$ cat src/rtl/pinball_collision_pkg.sv
// Shared constants for the pinball collision logic: collision class indices
// and smiley edge-code bit positions.
package pinball_collision_pkg;

  localparam int COLL_TOP      = 0;
  localparam int COLL_LEFT     = 1;
  localparam int COLL_RIGHT    = 2;
  localparam int COLL_FLIPPER  = 3;
  localparam int COLL_OBSTACLE = 4;
  localparam int NUM_COLL      = 5;

  localparam int EDGE_LEFT   = 3;
  localparam int EDGE_TOP    = 2;
  localparam int EDGE_RIGHT  = 1;
  localparam int EDGE_BOTTOM = 0;

  typedef logic [NUM_COLL-1:0] coll_mask_t;

endpackage

$ cat src/rtl/collision_once_per_frame.sv
// Per-class collision tracker: fires a single-cycle pulse on the first overlap
// of a frame and remembers that the class has already been reported.
module collision_once_per_frame (
  input  logic clk,
  input  logic resetN,
  input  logic hit,
  input  logic startOfFrame,
  input  logic pause,
  input  logic reset_level,
  output logic pulse,
  output logic seen
);

  logic seen_q, seen_d;
  logic pulse_q, pulse_d;

  // Priority: level restart, then pause (state frozen), then frame boundary.
  always_comb begin
    seen_d  = seen_q;
    pulse_d = 1'b0;
    if (reset_level) begin
      seen_d = 1'b0;
    end else if (pause) begin
      seen_d = seen_q;
    end else if (startOfFrame) begin
      seen_d = 1'b0;
    end else if (hit && !seen_q) begin
      seen_d  = 1'b1;
      pulse_d = 1'b1;
    end
  end

  always_ff @(posedge clk or negedge resetN) begin
    if (!resetN) begin
      seen_q  <= 1'b0;
      pulse_q <= 1'b0;
    end else begin
      seen_q  <= seen_d;
      pulse_q <= pulse_d;
    end
  end

  assign pulse = pulse_q;
  assign seen  = seen_q;

endmodule

$ cat src/rtl/smiley_collision_detector.sv
// Smiley collision detector: per-class once-per-frame pulses, obstacle edge
// code capture, per-frame collision summary and stuck-on-border alarm.
module smiley_collision_detector
  import pinball_collision_pkg::*;
#(
  parameter int STUCK_FRAMES = 8
) (
  input  logic       clk,
  input  logic       resetN,
  input  logic       startOfFrame,
  input  logic       pause,
  input  logic       reset_level,
  input  logic       smileyDR,
  input  logic       borderTopDR,
  input  logic       borderLeftDR,
  input  logic       borderRightDR,
  input  logic       flipperDR,
  input  logic       obstacleDR,
  input  logic [3:0] obstacleHitEdgeCode,
  output logic       collisionSmileyBorderTop,
  output logic       collisionSmileyBorderLeft,
  output logic       collisionSmileyBorderRight,
  output logic       collisionSmileyFlipper,
  output logic       collisionSmileyObstacle,
  output logic [3:0] hitEdgeCode,
  output logic [4:0] frameCollisionMask,
  output logic       stuckAlarm
);

  localparam int CNT_W = $clog2(STUCK_FRAMES + 1);
  localparam logic [CNT_W-1:0] CNT_MAX = CNT_W'(STUCK_FRAMES);

  coll_mask_t hit, seen, pulse;

  assign hit[COLL_TOP]      = smileyDR & borderTopDR;
  assign hit[COLL_LEFT]     = smileyDR & borderLeftDR;
  assign hit[COLL_RIGHT]    = smileyDR & borderRightDR;
  assign hit[COLL_FLIPPER]  = smileyDR & flipperDR;
  assign hit[COLL_OBSTACLE] = smileyDR & obstacleDR;

  for (genvar k = 0; k < NUM_COLL; k++) begin : gen_class
    collision_once_per_frame u_once (
      .clk          (clk),
      .resetN       (resetN),
      .hit          (hit[k]),
      .startOfFrame (startOfFrame),
      .pause        (pause),
      .reset_level  (reset_level),
      .pulse        (pulse[k]),
      .seen         (seen[k])
    );
  end

  assign collisionSmileyBorderTop   = pulse[COLL_TOP];
  assign collisionSmileyBorderLeft  = pulse[COLL_LEFT];
  assign collisionSmileyBorderRight = pulse[COLL_RIGHT];
  assign collisionSmileyFlipper     = pulse[COLL_FLIPPER];
  assign collisionSmileyObstacle    = pulse[COLL_OBSTACLE];

  coll_mask_t      mask_q, mask_d, frameMask;
  logic [CNT_W-1:0] cnt_q, cnt_d;
  logic            alarm_q, alarm_d;
  logic [3:0]      edge_q, edge_d;
  logic            obstacleLoad;

  // Same condition under which the obstacle tracker fires its pulse.
  assign obstacleLoad = hit[COLL_OBSTACLE] & ~seen[COLL_OBSTACLE] &
                        ~startOfFrame & ~pause & ~reset_level;
  assign frameMask    = seen | hit;

  always_comb begin
    mask_d  = mask_q;
    cnt_d   = cnt_q;
    alarm_d = alarm_q;
    edge_d  = edge_q;
    if (reset_level) begin
      mask_d  = '0;
      cnt_d   = '0;
      alarm_d = 1'b0;
      edge_d  = '0;
    end else if (pause) begin
      if (startOfFrame) mask_d = '0;
    end else begin
      if (obstacleLoad) edge_d = obstacleHitEdgeCode;
      if (startOfFrame) begin
        mask_d = frameMask;
        if (|frameMask[COLL_RIGHT:COLL_TOP]) begin
          if (cnt_q != CNT_MAX) cnt_d = cnt_q + 1'b1;
        end else begin
          cnt_d = '0;
        end
        alarm_d = (cnt_d == CNT_MAX);
      end
    end
  end

  always_ff @(posedge clk or negedge resetN) begin
    if (!resetN) begin
      mask_q  <= '0;
      cnt_q   <= '0;
      alarm_q <= 1'b0;
      edge_q  <= '0;
    end else begin
      mask_q  <= mask_d;
      cnt_q   <= cnt_d;
      alarm_q <= alarm_d;
      edge_q  <= edge_d;
    end
  end

  assign hitEdgeCode        = edge_q;
  assign frameCollisionMask = mask_q;
  assign stuckAlarm         = alarm_q;

endmodule

$ cat config.mk
export PLATFORM = sky130hd
export DESIGN_NAME = smiley_collision_detector
export DESIGN_NICKNAME = d
export VERILOG_FILES = /design/src/rtl/pinball_collision_pkg.sv /design/src/rtl/collision_once_per_frame.sv /design/src/rtl/smiley_collision_detector.sv
export SDC_FILE = /design/constraint.sdc
export NUM_CORES = 1
export LEC_CHECK = 0
export BUFFER_PORTS_ARGS = -buffer_cell sky130_fd_sc_hd__clkbuf_2
export CAP_MARGIN = 25
export CELL_PAD_IN_SITES_DETAIL_PLACEMENT = 0
export CELL_PAD_IN_SITES_GLOBAL_PLACEMENT = 2
export CORE_ASPECT_RATIO = 1.1
export CORE_MARGIN = 3
export CORE_UTILIZATION = 35
export CTS_BUF_LIST = sky130_fd_sc_hd__clkbuf_16
export DETAILED_ROUTE_END_ITERATION = 10
export PLACE_DENSITY_LB_ADDON = 0.3
export SYNTH_ARGS = -nofsm -noshare
export SYNTH_HDL_FRONTEND = slang
export SYNTH_HIERARCHICAL = 1
export SYNTH_SLANG_ARGS = --single-unit
$ cat constraint.sdc
create_clock -name clk -period 4.55 [get_ports clk]
set_clock_uncertainty 0.1 [all_clocks]
set_input_delay 0.2275 -clock clk [delete_from_list [all_inputs] [get_ports clk]]
set_output_delay 0.2275 -clock clk [all_outputs]
set_load 0.1 [all_outputs]
# Yosys cells after proc, flatten, opt, wreduce, memory -nomap -nowiden
# Cells that the tools add are included.
# totals
regBits	24
latchBits	0
ram_bits	0
romBits	0
output_inout_bits	15
word_cells	115
mem_count	0
# op_classes
addsub	1
mul	0
div	0
magnitude_cmp	0
n_eq_ne	3
n_shift	0
muxes	58
n_bitwise	14
reduce_logical	25
# op_table
cell	count
$mux 4	11
$mux 1	43
$mux 5	4
$reduce_bool 3->1	5
$reduce_and 2->1	7
$and 1x1->1	9
$logic_and 1x1->1	5
$logic_not 1->1	5
$or 5x5->5	1
$add 4x1->4 const B	1
$eq 4x4->1 const B	1
$ne 4x4->1 const B	1
$not 1->1	4
$reduce_bool 2->1	2
$reduce_or 3->1	1
$ne 2x1->1 const B	1

# Longest topological paths before layout
# Gate-level depths: netlist (run 1).
# depth
depth_word	11
depth_mapped	6
mapped_depth_nobuf	6

# Cells and area by module
# Netlist (run 1), hierarchy kept.
# modules_own_cells
mod	n_inst	cells_each	area_per_inst_um2
smiley_collision_detector	1	73	720.7
collision_once_per_frame	5	7	92.6

# Least setup slack after synthesis (run 1)
# OpenSTA, ideal clock, no wires.
# synth_path
path_type	register -> register
startpoint	register cnt_q[0]
endpoint	register alarm_q (netlist: stuckAlarm)
t_arrival_ns	1.262
slack_ns	3.121
stages_incl_launch_ff	7
path_buffers	0
cell_sequence	dfrtp_1 -> inv_1 -> ha_1 -> nand2_1 -> o21a_1 -> a311oi_1 -> a22o_2
# synth_between
elab_chain_len	10
# synth_rtl
element	line	source
start: declaration	smiley_collision_detector.sv:61	logic [CNT_W-1:0] cnt_q, cnt_d;
start signal: assignment	smiley_collision_detector.sv:105	cnt_q <= cnt_d;
$add 4x1->4 or $ne 4x4->1 (tied branches)	smiley_collision_detector.sv:88	if (cnt_q != CNT_MAX) cnt_d = cnt_q + 1'b1;
$mux 4 (*)	smiley_collision_detector.sv:88	
$mux 4 (*)	smiley_collision_detector.sv:87	if (|frameMask[COLL_RIGHT:COLL_TOP]) begin
$mux 4 (*)	smiley_collision_detector.sv:85	if (startOfFrame) begin
$mux 4 (*)	smiley_collision_detector.sv:81	end else if (pause) begin
$mux 4 (*)	smiley_collision_detector.sv:76	if (reset_level) begin
$eq 4x4->1 (*)	smiley_collision_detector.sv:92	alarm_d = (cnt_d == CNT_MAX);
$mux 1 (*)	smiley_collision_detector.sv:85	
$mux 1 (*)	smiley_collision_detector.sv:81	
$mux 1 (*)	smiley_collision_detector.sv:76	
end signal: assignment	smiley_collision_detector.sv:106	alarm_q <= alarm_d;
end: declaration	smiley_collision_detector.sv:62	logic alarm_q, alarm_d;
# Mark *: on every way between the ends. The rest lies on a longest branch, timed or not. The select of a mux whose other input is x is not followed.
# A chain may end at the register's enable or synchronous reset.

# Worst setup path after layout (run 1)
# Ends and elaborated chain as after synthesis.

==> results of run 1 <==
[cell families after synthesis]
group           Yosys count  share of synthesized area
simple gates             40                      0.212
compound gates           25                      0.196
flops                    24                      0.507
buf+inv                  15                     0.0476
fa+ha+maj                 2                     0.0211
xor+xnor                  1                    0.00740
mux                       1                    0.00846
[per-layer routing]
metal	vias up	global-route usage	wire, µm
li1	448	-	-
met1	426	0.193	1230
met2	20	0.208	1130
met3	2	0.0252	84
met4	0	0.0557	25
met5	-	0	0
[worst max path at each step]
stage	slack, ns	from	depth (start not counted)	endpoint
2_1_floorplan	3.12	cnt_q[0]$_DFFE_PN0P_	6	stuckAlarm$_DFFE_PN0P_
3_3_place_gp	2.93	startOfFrame	5	stuckAlarm$_DFFE_PN0P_
3_5_place_dp	2.89	startOfFrame	5	stuckAlarm$_DFFE_PN0P_
4_1_cts	2.92	cnt_q[0]$_DFFE_PN0P_	6	stuckAlarm$_DFFE_PN0P_
5_1_grt	2.79	cnt_q[0]$_DFFE_PN0P_	6	stuckAlarm$_DFFE_PN0P_
6_report	2.93	cnt_q[0]$_DFFE_PN0P_	6	stuckAlarm$_DFFE_PN0P_
[what timing repair did]
action	in CTS	in global routing
hold endpoints to repair	24	0
setup buffers	0	0
hold buffers	1	0
[Yosys cell counts, drive strengths merged]
cell / count / area share
a21oi: 2 / 0.0085
a311oi: 1 / 0.0074
o21a: 1 / 0.0063
clkbuf: 1 / 0.0032
o21ai: 7 / 0.030
a22o: 7 / 0.055
mux2i: 1 / 0.0085
nor4: 6 / 0.032
xnor2: 1 / 0.0074
nand2b: 5 / 0.058
and2: 5 / 0.029
ha: 2 / 0.021
nor3: 1 / 0.0042
a221oi: 5 / 0.063
nor2: 8 / 0.025
nand3: 1 / 0.0042
dfrtp: 24 / 0.51
a21o: 1 / 0.0074
a31oi: 1 / 0.018
nand2: 12 / 0.038
nor4b: 1 / 0.013
or3b: 1 / 0.0095
inv: 14 / 0.044
[registers in the layout (all words and copies together) (netlist names)]
signal,flops
gen_class.u_once/seen,5
cnt_q,4
frameCollisionMask,5
hitEdgeCode,4
gen_class.u_once/pulse,5
stuckAlarm,1
[area by class of cell]
cell class / instances / area [µm²]
repair buffers: 30 / 155
fillers: 313 / 1700
clock inverters: 1 / 3.75
inverters: 14 / 52.6
multi-input cells: 69 / 527
well taps: 34 / 42.5
clock buffers: 3 / 75.1
flip-flops and latches: 24 / 601
[power breakdown]
part | total, mW | switching (mW) | internal (mW)
clock | 0.188 | 0.0711 | 0.117
combinational | 0.0684 | 0.0494 | 0.0189
sequential | 0.223 | 0.00420 | 0.219
total | 0.480 | 0.125 | 0.355
[metrics by stage]
stage	worst slack [ns]	cell area [µm²]	utilization	hold WS, ns
2_1_floorplan	3.12	1180	-	-0.168
3_3_place_gp	2.93	1370	0.434	0.163
3_5_place_dp	2.89	1370	0.434	0.168
4_1_cts	2.92	1460	0.462	0.0932
5_1_grt	2.79	1460	0.462	0.106
6_report	2.93	1460	0.462	0.0979
[worst register-to-register path: stages (launching register included)]
cell and delay [ns]:
dfrtp_1 0.42, inv_1 0.11, ha_1 0.15, nand2_1 0.10
o21a_1 0.20, a311oi_1 0.29, a22o_2 0.19
==> summary.txt, run 1 <==
Status
  • Status: complete, no violations

Final layout
  • Diode count: 0
  • Most common cell after layout, fill and taps aside: clkbuf_2
  • Layout Nets: 159
  • Layout area overhead: 23.0%
  • Layout Cells excl Fill: 175
  • Most frequent cells in the layout: clkbuf_2, dfrtp_1, inv_1
  • Share of cells above drive strength 1: 0.355

Worst setup path
  • Worst reg-to-reg setup slack: 2.93 ns
  • Critical path's slowest cell: dfrtp_1
  • Reg-to-Reg Start: cnt_q[0]$_DFFE_PN0P_
  • Largest delay contributor family on the critical path: compound AO/OA/AOI/OAI gates
  • Crit path buf inv count: 1
  • CP max stage delay: 0.42 ns
  • Req. time, crit path: 4.64 ns
  • Critical Path End Type: register
  • Crit Path Max Fanout: 5
  • Register-to-Register Path Depth: 6
  • Capturing point of the worst reg2reg path: stuckAlarm$_DFFE_PN0P_
  • WP data arrival: 1.71 ns
  • Critical path class: reg2reg
  • Startpoint types: register
  • Crit-path cells: inv_1 -> ha_1 -> nand2_1 -> o21a_1 -> a311oi_1 -> a22o_2

Floorplanning
  • Chip height: 67.0 µm
  • Die area: 4120 µm²
  • Starting density of the core: 0.375
  • Core area: 3150 µm²
  • Die Wd: 61.4 µm
  • Site row count: 21
  • I/O pin total: 30

Clock tree
  • Cts bufs inserted: 3
  • Root Driver: clkbuf_16
  • CTS max path bufs: 2
  • Sink Count: 24
  • CTS tree: yes
  • Clock Latency Late Sink: 0.26 ns
  • Clock-pin slew on the worst setup and hold paths: 0.06 ns
  • # H-tree levels: 1
  • CTS resizes: 0

Timing
  • Final min period: 1.62 ns
  • Fin. Hold Viols: 0
  • Slew HR: 0.596
  • Final TNS setup: 0 ns
  • Worst-Margin Slew: 0.607 ns
  • Final Cycle Share: 0.356
  • Unrepaired setup endpoints after global routing: no
  • # setup viols final: 0
  • Max-slew violations: 0
  • Maximum clock rate: 618 MHz

Synth
  • Synth Net Count: 125
  • Number of synthesized register bits: 24
  • Yosys Warn Count: 6
  • Cells after Synth: 108
  • Register area share after synthesis: 0.507
  • Mapped cell area: 1180 µm²
  • Avg Inst Size Synth: 11.0 µm²
  • Netlist cell types: 25

Routing
  • First DRT Iteration DRCs: 44
  • DRC: 0
  • Vias post-DR: 896
  • Final ANT Viol Nets: 0
  • Wire per inst: 14.1 µm
  • DRT Pass-1 Iters: 4
  • WL final: 2480 µm
  • Vias/cell: 5.12

Hold path
  • Min-delay src: obstacleHitEdgeCode[3]
  • Hold WC Path Type: in2reg
  • Hold-critical path endpoint: hitEdgeCode[3]$_DFFE_PN0P_
  • Hold Crit Depth: 2

Placement
  • Placed cells: 170
  • DP HPWL: 1860 µm
  • Placer Congestion: 0.796
  • Port bufs: 29

Pwr
  • VDD IR max: 0.163 mV
  • Power Density: 329 nW/µm²
  • Leakage: 0.721 nW
  • Power Total: 480 µW

Global route
  • Global-route wire length before repair: 4230 µm
  • Pin count of the biggest net entering global routing: 25
  • Number of global-route vias before repair: 908
  • Overall Global Routing Usage: 0.138
  • Global route overflow: 0
  • Initial antenna violation count: 0

Run
  • Max Cap Violations: 0
Power figures use the tool's default switching activity.
==> run 2, diff against run 1 <==
--- a/config.mk
+++ b/config.mk
@@ -5,13 +5,14 @@
 export SDC_FILE = /design/constraint.sdc
 export NUM_CORES = 1
 export LEC_CHECK = 0
+export ABC_AREA = 1
 export BUFFER_PORTS_ARGS = -buffer_cell sky130_fd_sc_hd__clkbuf_2
 export CAP_MARGIN = 25
 export CELL_PAD_IN_SITES_DETAIL_PLACEMENT = 0
 export CELL_PAD_IN_SITES_GLOBAL_PLACEMENT = 2
 export CORE_ASPECT_RATIO = 1.1
 export CORE_MARGIN = 3
-export CORE_UTILIZATION = 35
+export CORE_UTILIZATION = 26
 export CTS_BUF_LIST = sky130_fd_sc_hd__clkbuf_16
 export DETAILED_ROUTE_END_ITERATION = 10
 export PLACE_DENSITY_LB_ADDON = 0.3
==> constraint.sdc (replaced) <==
create_clock -name clk -period 1.37 [get_ports clk]
set_clock_uncertainty 0.1 [all_clocks]
set_input_delay 0.0685 -clock clk [delete_from_list [all_inputs] [get_ports clk]]
set_output_delay 0.0685 -clock clk [all_outputs]
set_load 0.1 [all_outputs]
==> summary.txt, run 2 <==
Global route
  • Pin count of the biggest net entering global routing: 25
  • Overall Global Routing Usage: 0.122
  • Global route overflow: 0
  • Initial antenna violation count: 0
  • Global-route wire length before repair: 5330 µm
  • Number of global-route vias before repair: 1146

Placement
  • DP HPWL: 2230 µm
  • Port bufs: 29
  • Placement Setup Slack: -0.0102 ns
  • Placer Congestion: 0.729
  • Placed cells: 245

Pwr
  • Power Density: 1060 nW/µm²
  • Net Sw Frac: 0.301
  • Clk pwr share: 0.373
  • Leakage: 0.984 nW
  • Internal: 1.22 mW
  • Net Sw Power: 525 µW
  • VDD IR max: 0.355 mV
  • Reg power frac: 0.430
  • Combinational share of power: 0.197
  • Power Total: 1.74 mW

Run
  • Max Cap Violations: 0

Final layout
  • Fill count: 469
  • Share of cells above drive strength 1: 0.232
  • Layout Cells excl Fill: 257
  • Layout area overhead: 34.1%
  • Most frequent cells in the layout: inv_1, nand2_1, dfrtp_1
  • Most common cell after layout, fill and taps aside: inv_1
  • Layout Nets: 221
  • Fin util: 0.373
  • Diode count: 0

Worst setup path
  • Req. time, crit path: 1.47 ns
  • Crit-path most repeated cell: nand2_1
  • CP max stage delay: 0.42 ns
  • Crit Path Max Fanout: 4
  • Critical Path End Type: register
  • Critical path's slowest cell: dfrtp_1
  • Crit-path cells: inv_2 -> ha_4 -> nand2_2 -> nor2_1 -> nand2_1 -> nand2_1 -> inv_1 -> nand2_1 -> nand3_1 -> nand2_1
  • Critical path class: reg2reg
  • Startpoint types: register
  • WP data arrival: 1.40 ns

Timing
  • Max-slew violations: 0
  • Final min period: 1.30 ns
  • Fin. Hold Viols: 0
  • Unrepaired setup endpoints after global routing: yes
  • # setup viols final: 0
  • Final hold slack: 0.0360 ns
  • Slew HR: 0.575
  • Worst-Margin Slew: 0.638 ns
  • Maximum clock rate: 769 MHz
  • Final Cycle Share: 0.949
  • Setup slack after layout: 0.0698 ns

Clock tree
  • Root Driver: clkbuf_16
  • CTS tree: yes
  • Cts bufs inserted: 3
  • Clock-pin slew on the worst setup and hold paths: 0.06 ns
  • CTS max path bufs: 2
  • Sink Count: 24
  • # H-tree levels: 1
  • Clock Latency Late Sink: 0.26 ns

Floorplanning
  • I/O pin total: 30
  • Starting density of the core: 0.278
  • Die area: 5580 µm²
  • Site row count: 25
  • Core area: 4410 µm²
  • Chip height: 78.1 µm
  • Die Wd: 71.5 µm

Routing
  • DRC: 0
  • Final ANT Viol Nets: 0
  • Vias post-DR: 1102
  • WL final: 3050 µm
  • Wire per inst: 11.8 µm
  • DRT Pass-1 Iters: 4
  • First DRT Iteration DRCs: 43
  • Vias/cell: 4.29

Hold path
  • Hold WC Path Type: in2reg

Synth
  • Cells after Synth: 160
  • Cell taking the most area after synthesis: dfrtp_1
  • Number of synthesized register bits: 24
  • Synth top area share: 0.489
  • Netlist cell types: 18
  • Yosys Warn Count: 6
  • Async SR Flop Fraction: 1.00
  • Register area share after synthesis: 0.489
  • Mapped cell area: 1230 µm²
  • Avg Inst Size Synth: 7.67 µm²
  • Top post-synthesis cells by count: inv_1, nand2_1, dfrtp_1, nand3_1, nor2_1
  • Post-synth EDFFs: 0
  • Main synth FF type: dfrtp_1
  • Synth Net Count: 177
  • Top-count cell post-synth: inv_1
  • Largest cells by area after synthesis: dfrtp_1, inv_1, nand2_1

Status
  • Status: complete, no violations
## run 2: changes by cell type after synthesis, moves of 4 or more
cell / before / now
nor4_1: 6 / 0
nor2_1: 8 / 16
and2_1: 4 / 0
nand3_1: 1 / 21
nand2_1: 12 / 35
a221oi_2: 5 / 0
nand2b_4: 5 / 0
inv_1: 14 / 40
## run 2: final timing paths
path | from | to | slack (ns) | cells after the start
max | cnt_q[0]$_DFFE_PN0P_ | stuckAlarm$_DFFE_PN0P_ | 0.07 | 10
min | flipperDR | frameCollisionMask[3]$_DFFE_PN0P_ | 0.04 | 5
max reg2reg | cnt_q[0]$_DFFE_PN0P_ | stuckAlarm$_DFFE_PN0P_ | 0.07 | 10
min reg2reg | frameCollisionMask[0]$_DFFE_PN0P_ | frameCollisionMask[0]$_DFFE_PN0P_ | 0.40 | 2
max in group asynchronous | resetN | frameCollisionMask[1]$_DFFE_PN0P_ | 0.49 | 2
min in group asynchronous | resetN | hitEdgeCode[2]$_DFFE_PN0P_ | 0.26 | 2
## run 2: area by class of cell
type                    instances  area, µm²  area share
clock inverters                 1       3.75     0.00228
clock buffers                   3       75.1      0.0456
repair buffers                 39        258       0.157
multi-input cells              95        488       0.296
well taps                      54       67.6      0.0410
inverters                      41        154      0.0935
flip-flops and latches         24        601       0.365
## run 2: critical path: cells and delay by family, from the launching register on
kind / cells / cell delay, ns
adders and majority gates: 1 / 0.14
DFF: 1 / 0.42
and+or+nand+nor: 7 / 0.43
buffers and inverters: 2 / 0.14
## run 2: routing by layer
metal / vias to the layer above / global-route usage / share of wire
met4: 0 / 0.0545 / 0.017
met3: 5 / 0.0230 / 0.035
met5: - / 0 / 0
met1: 503 / 0.150 / 0.45
met2: 18 / 0.204 / 0.49
li1: 576 / - / -
## run 2: kinds of logic after synthesis
kind of cell             share of synthesized area
adder cells (fa/ha/maj)                     0.0204
buffers and inverters                        0.125
AO/OA/AOI/OAI                               0.0795
flip-flops                                   0.489
AND/OR/NAND/NOR                              0.285
## run 2: power by group through the flow
stage          clock network [mW]  registers [mW]  logic (mW)
5_1_grt                     0.705           0.750       0.376
2_1_floorplan                   0           0.881      0.0935
6_report                    0.649           0.748       0.343
3_3_place_gp                    0           0.760       0.318
3_5_place_dp                    0           0.761       0.321
4_1_cts                     0.667           0.748       0.337
## run 2: timing repair
item | CTS | global route
endpoints found under the setup margin | 1 | 3
resized for setup | 0 | 5
hold buffers | 5 | 0
setup buffers | 1 | 2
hold endpoints to repair | 28 | 0
pin swaps | 0 | 3
## run 2: per-stage QoR
step           setup TNS (ns)  instance area (µm²)
2_1_floorplan               0                 1230
5_1_grt               -0.0945                 1650
4_1_cts                     0                 1620
3_3_place_gp                0                 1480
3_5_place_dp          -0.0102                 1480
6_report                    0                 1650
==> run 3, diff against run 2 <==
--- a/config.mk
+++ b/config.mk
@@ -5,15 +5,15 @@
 export SDC_FILE = /design/constraint.sdc
 export NUM_CORES = 1
 export LEC_CHECK = 0
-export ABC_AREA = 1
 export BUFFER_PORTS_ARGS = -buffer_cell sky130_fd_sc_hd__clkbuf_2
 export CAP_MARGIN = 25
 export CELL_PAD_IN_SITES_DETAIL_PLACEMENT = 0
 export CELL_PAD_IN_SITES_GLOBAL_PLACEMENT = 2
 export CORE_ASPECT_RATIO = 1.1
 export CORE_MARGIN = 3
-export CORE_UTILIZATION = 26
+export CORE_UTILIZATION = 29
 export CTS_BUF_LIST = sky130_fd_sc_hd__clkbuf_16
+export CTS_CLUSTER_SIZE = 10
 export DETAILED_ROUTE_END_ITERATION = 10
 export PLACE_DENSITY_LB_ADDON = 0.3
 export SYNTH_ARGS = -nofsm -noshare
==> constraint.sdc (replaced) <==
create_clock -name clk -period 1.37 [get_ports clk]
set_clock_uncertainty 0.1 [all_clocks]
set_input_delay 0.274 -clock clk [delete_from_list [all_inputs] [get_ports clk]]
set_output_delay 0.274 -clock clk [all_outputs]
set_load 0.1 [all_outputs]
==> summary.txt, run 3 (synthesis gave the netlist of run 1 again) <==
Final layout
  • Most common cell after layout, fill and taps aside: dfrtp_1
  • Layout Nets: 182
  • Diode count: 0
  • Share of cells above drive strength 1: 0.476
  • Final Cell Area: 1900 µm²
  • Layout area overhead: 60.8%
  • Fill count: 346
  • Most frequent cells in the layout: dfrtp_1, buf_4, buf_12

Worst setup path
  • Capturing point of the worst reg2reg path: cnt_q[2]$_DFFE_PN0P_
  • WP data arrival: 1.48 ns
  • Worst reg-to-reg setup slack: -0.07 ns
  • Critical path's slowest cell: dfrtp_1
  • Reg-to-Reg Start: cnt_q[0]$_DFFE_PN0P_
  • Startpoint types: register
  • Register-to-Register Path Depth: 7
  • Crit. Startpoint: cnt_q[0]$_DFFE_PN0P_
  • Req. time, crit path: 1.41 ns
  • Crit Path Max Fanout: 3
  • Critical path class: reg2reg
  • Last element of the critical path: cnt_q[2]$_DFFE_PN0P_
  • Critical Path End Type: register
  • CP max stage delay: 0.42 ns
  • Crit-path cells: inv_2 -> ha_4 -> nand2_4 -> buf_4 -> nand2_1 -> mux2i_1 -> a22o_2

Floorplanning
  • Die Wd: 66.9 µm
  • Core area: 3770 µm²
  • Site row count: 23
  • I/O pin total: 30
  • Die area: 4890 µm²
  • Starting density of the core: 0.314
  • Chip height: 73.0 µm

Status
  • Status: complete, but fails checks
  • Violated checks: negative setup slack

Global route
  • Initial antenna violation count: 0
  • Pin count of the biggest net entering global routing: 25
  • GRT Max-Usage Layer: met2
  • Grt met1 use: 0.160
  • Overall Global Routing Usage: 0.124
  • Met2 usage: 0.217
  • Number of global-route vias before repair: 1018
  • Met3 GRT Util: 0.0139
  • Global route overflow: 0
  • Global-route wire length before repair: 4730 µm

Pwr
  • Power Total: 1.67 mW
  • VDD IR max: 0.364 mV
  • Leakage: 0.892 nW
  • Power Density: 878 nW/µm²

Run
  • Max Cap Violations: 0

Timing
  • # setup viols final: 2
  • Slew HR: 0.724
  • Final hold slack: 0.138 ns
  • Setup slack after layout: -0.0695 ns
  • Max-slew violations: 0
  • Fin. Hold Viols: 0
  • Unrepaired setup endpoints after global routing: yes
  • Final Cycle Share: 1.05
  • Worst-Margin Slew: 0.413 ns
  • Final min period: 1.44 ns
  • Maximum clock rate: 695 MHz

Placement
  • Port bufs: 29
  • Placer Congestion: 0.739
  • Placement Setup Slack: -0.108 ns
  • DP HPWL: 2230 µm
  • Placed cell areas: 1780 µm²

Clock tree
  • CTS max path bufs: 2
  • Clock-pin slew on the worst setup and hold paths: 0.06 ns
  • Sink Count: 24
  • CTS tree: yes
  • Root Driver: clkbuf_16
  • Clock Latency Late Sink: 0.25 ns
  • Cts bufs inserted: 3
  • # H-tree levels: 1

Hold path
  • Hold WC Path Type: in2reg
  • Hold Crit Depth: 2

Routing
  • First DRT Iteration DRCs: 21
  • Vias post-DR: 977
  • DRT Pass-1 Iters: 3
  • Final ANT Viol Nets: 0
  • Vias/cell: 4.57
  • DRC: 0
  • Wire per inst: 12.9 µm
  • WL final: 2760 µm
[run 3: cell types whose count changed in the layout (fill, tap and decap cells not counted), moves of 6 or more]
cell	before	now
inv_1	38	13
nand2_1	34	11
nand3_1	21	1
buf_12	0	15
buf_4	15	23
nor2_1	16	8
nor4_1	0	6
[run 3: repair_timing]
item / in CTS / in global routing
hold endpoints to repair: 24 / 0
setup buffers: 1 / 0
pin swaps: 0 / 1
hold buffers: 1 / 0
setup endpoints to repair: 2 / 4
gates resized for setup: 3 / 2
[run 3: critical path, delay by kind of cell, from the launching register on]
kind	cells	cell delay (ns)
flip-flops	1	0.42
multiplexers	1	0.08
AND/OR/NAND/NOR	2	0.11
buffers and inverters	2	0.23
adder cells (fa/ha/maj)	1	0.14
AO/OA/AOI/OAI	1	0.25
[run 3: metrics by stage]
| stage | util | std cells | TNS [ns] |
|---|---|---|---|
| finish | 0.505 | 214 | -0.132 |
| global route | 0.505 | 214 | -0.356 |
| CTS | 0.503 | 214 | -0.173 |
| detailed placement | 0.472 | 208 | -0.562 |
| global placement | 0.472 | 208 | -0.232 |
| floorplan | - | 108 | 0 |
[run 3: layout make-up]
type                            count  area, µm²  share of cell area
Tap cell                           50       62.6              0.0329
Multi-Input combinational cell     69        556               0.292
Timing Repair Buffer               53        553               0.291
Clock inverter                      1       3.75             0.00197
Sequential cell                    24        601               0.316
Clock buffer                        3       75.1              0.0394
Inverter                           14       52.6              0.0276
[run 3: routing by layer]
| layer | up-vias | routed length [µm] |
|---|---|---|
| li1 | 491 | - |
| met1 | 469 | 1220 |
| met2 | 15 | 1440 |
| met3 | 2 | 88 |
| met4 | 0 | 16 |
| met5 | - | 0 |
[run 3: worst min path at each step]
stage                                start                             endpoint  slack [ns]
finish              obstacleHitEdgeCode[3]           hitEdgeCode[3]$_DFFE_PN0P_        0.14
global route        obstacleHitEdgeCode[0]           hitEdgeCode[0]$_DFFE_PN0P_        0.14
global placement                    resetN  gen_class[1].u_once/pulse$_DFF_PN0_        0.18
floorplan                           resetN                 cnt_q[0]$_DFFE_PN0P_       -0.12
CTS                 obstacleHitEdgeCode[3]           hitEdgeCode[3]$_DFFE_PN0P_        0.14
detailed placement                  resetN  gen_class[1].u_once/pulse$_DFF_PN0_        0.17
[run 3: report_power, final]
| group | internal (mW) | switching, mW |
|---|---|---|
| sequential | 0.726 | 0.0179 |
| combinational | 0.136 | 0.180 |
| clock | 0.389 | 0.222 |
| total | 1.25 | 0.420 |
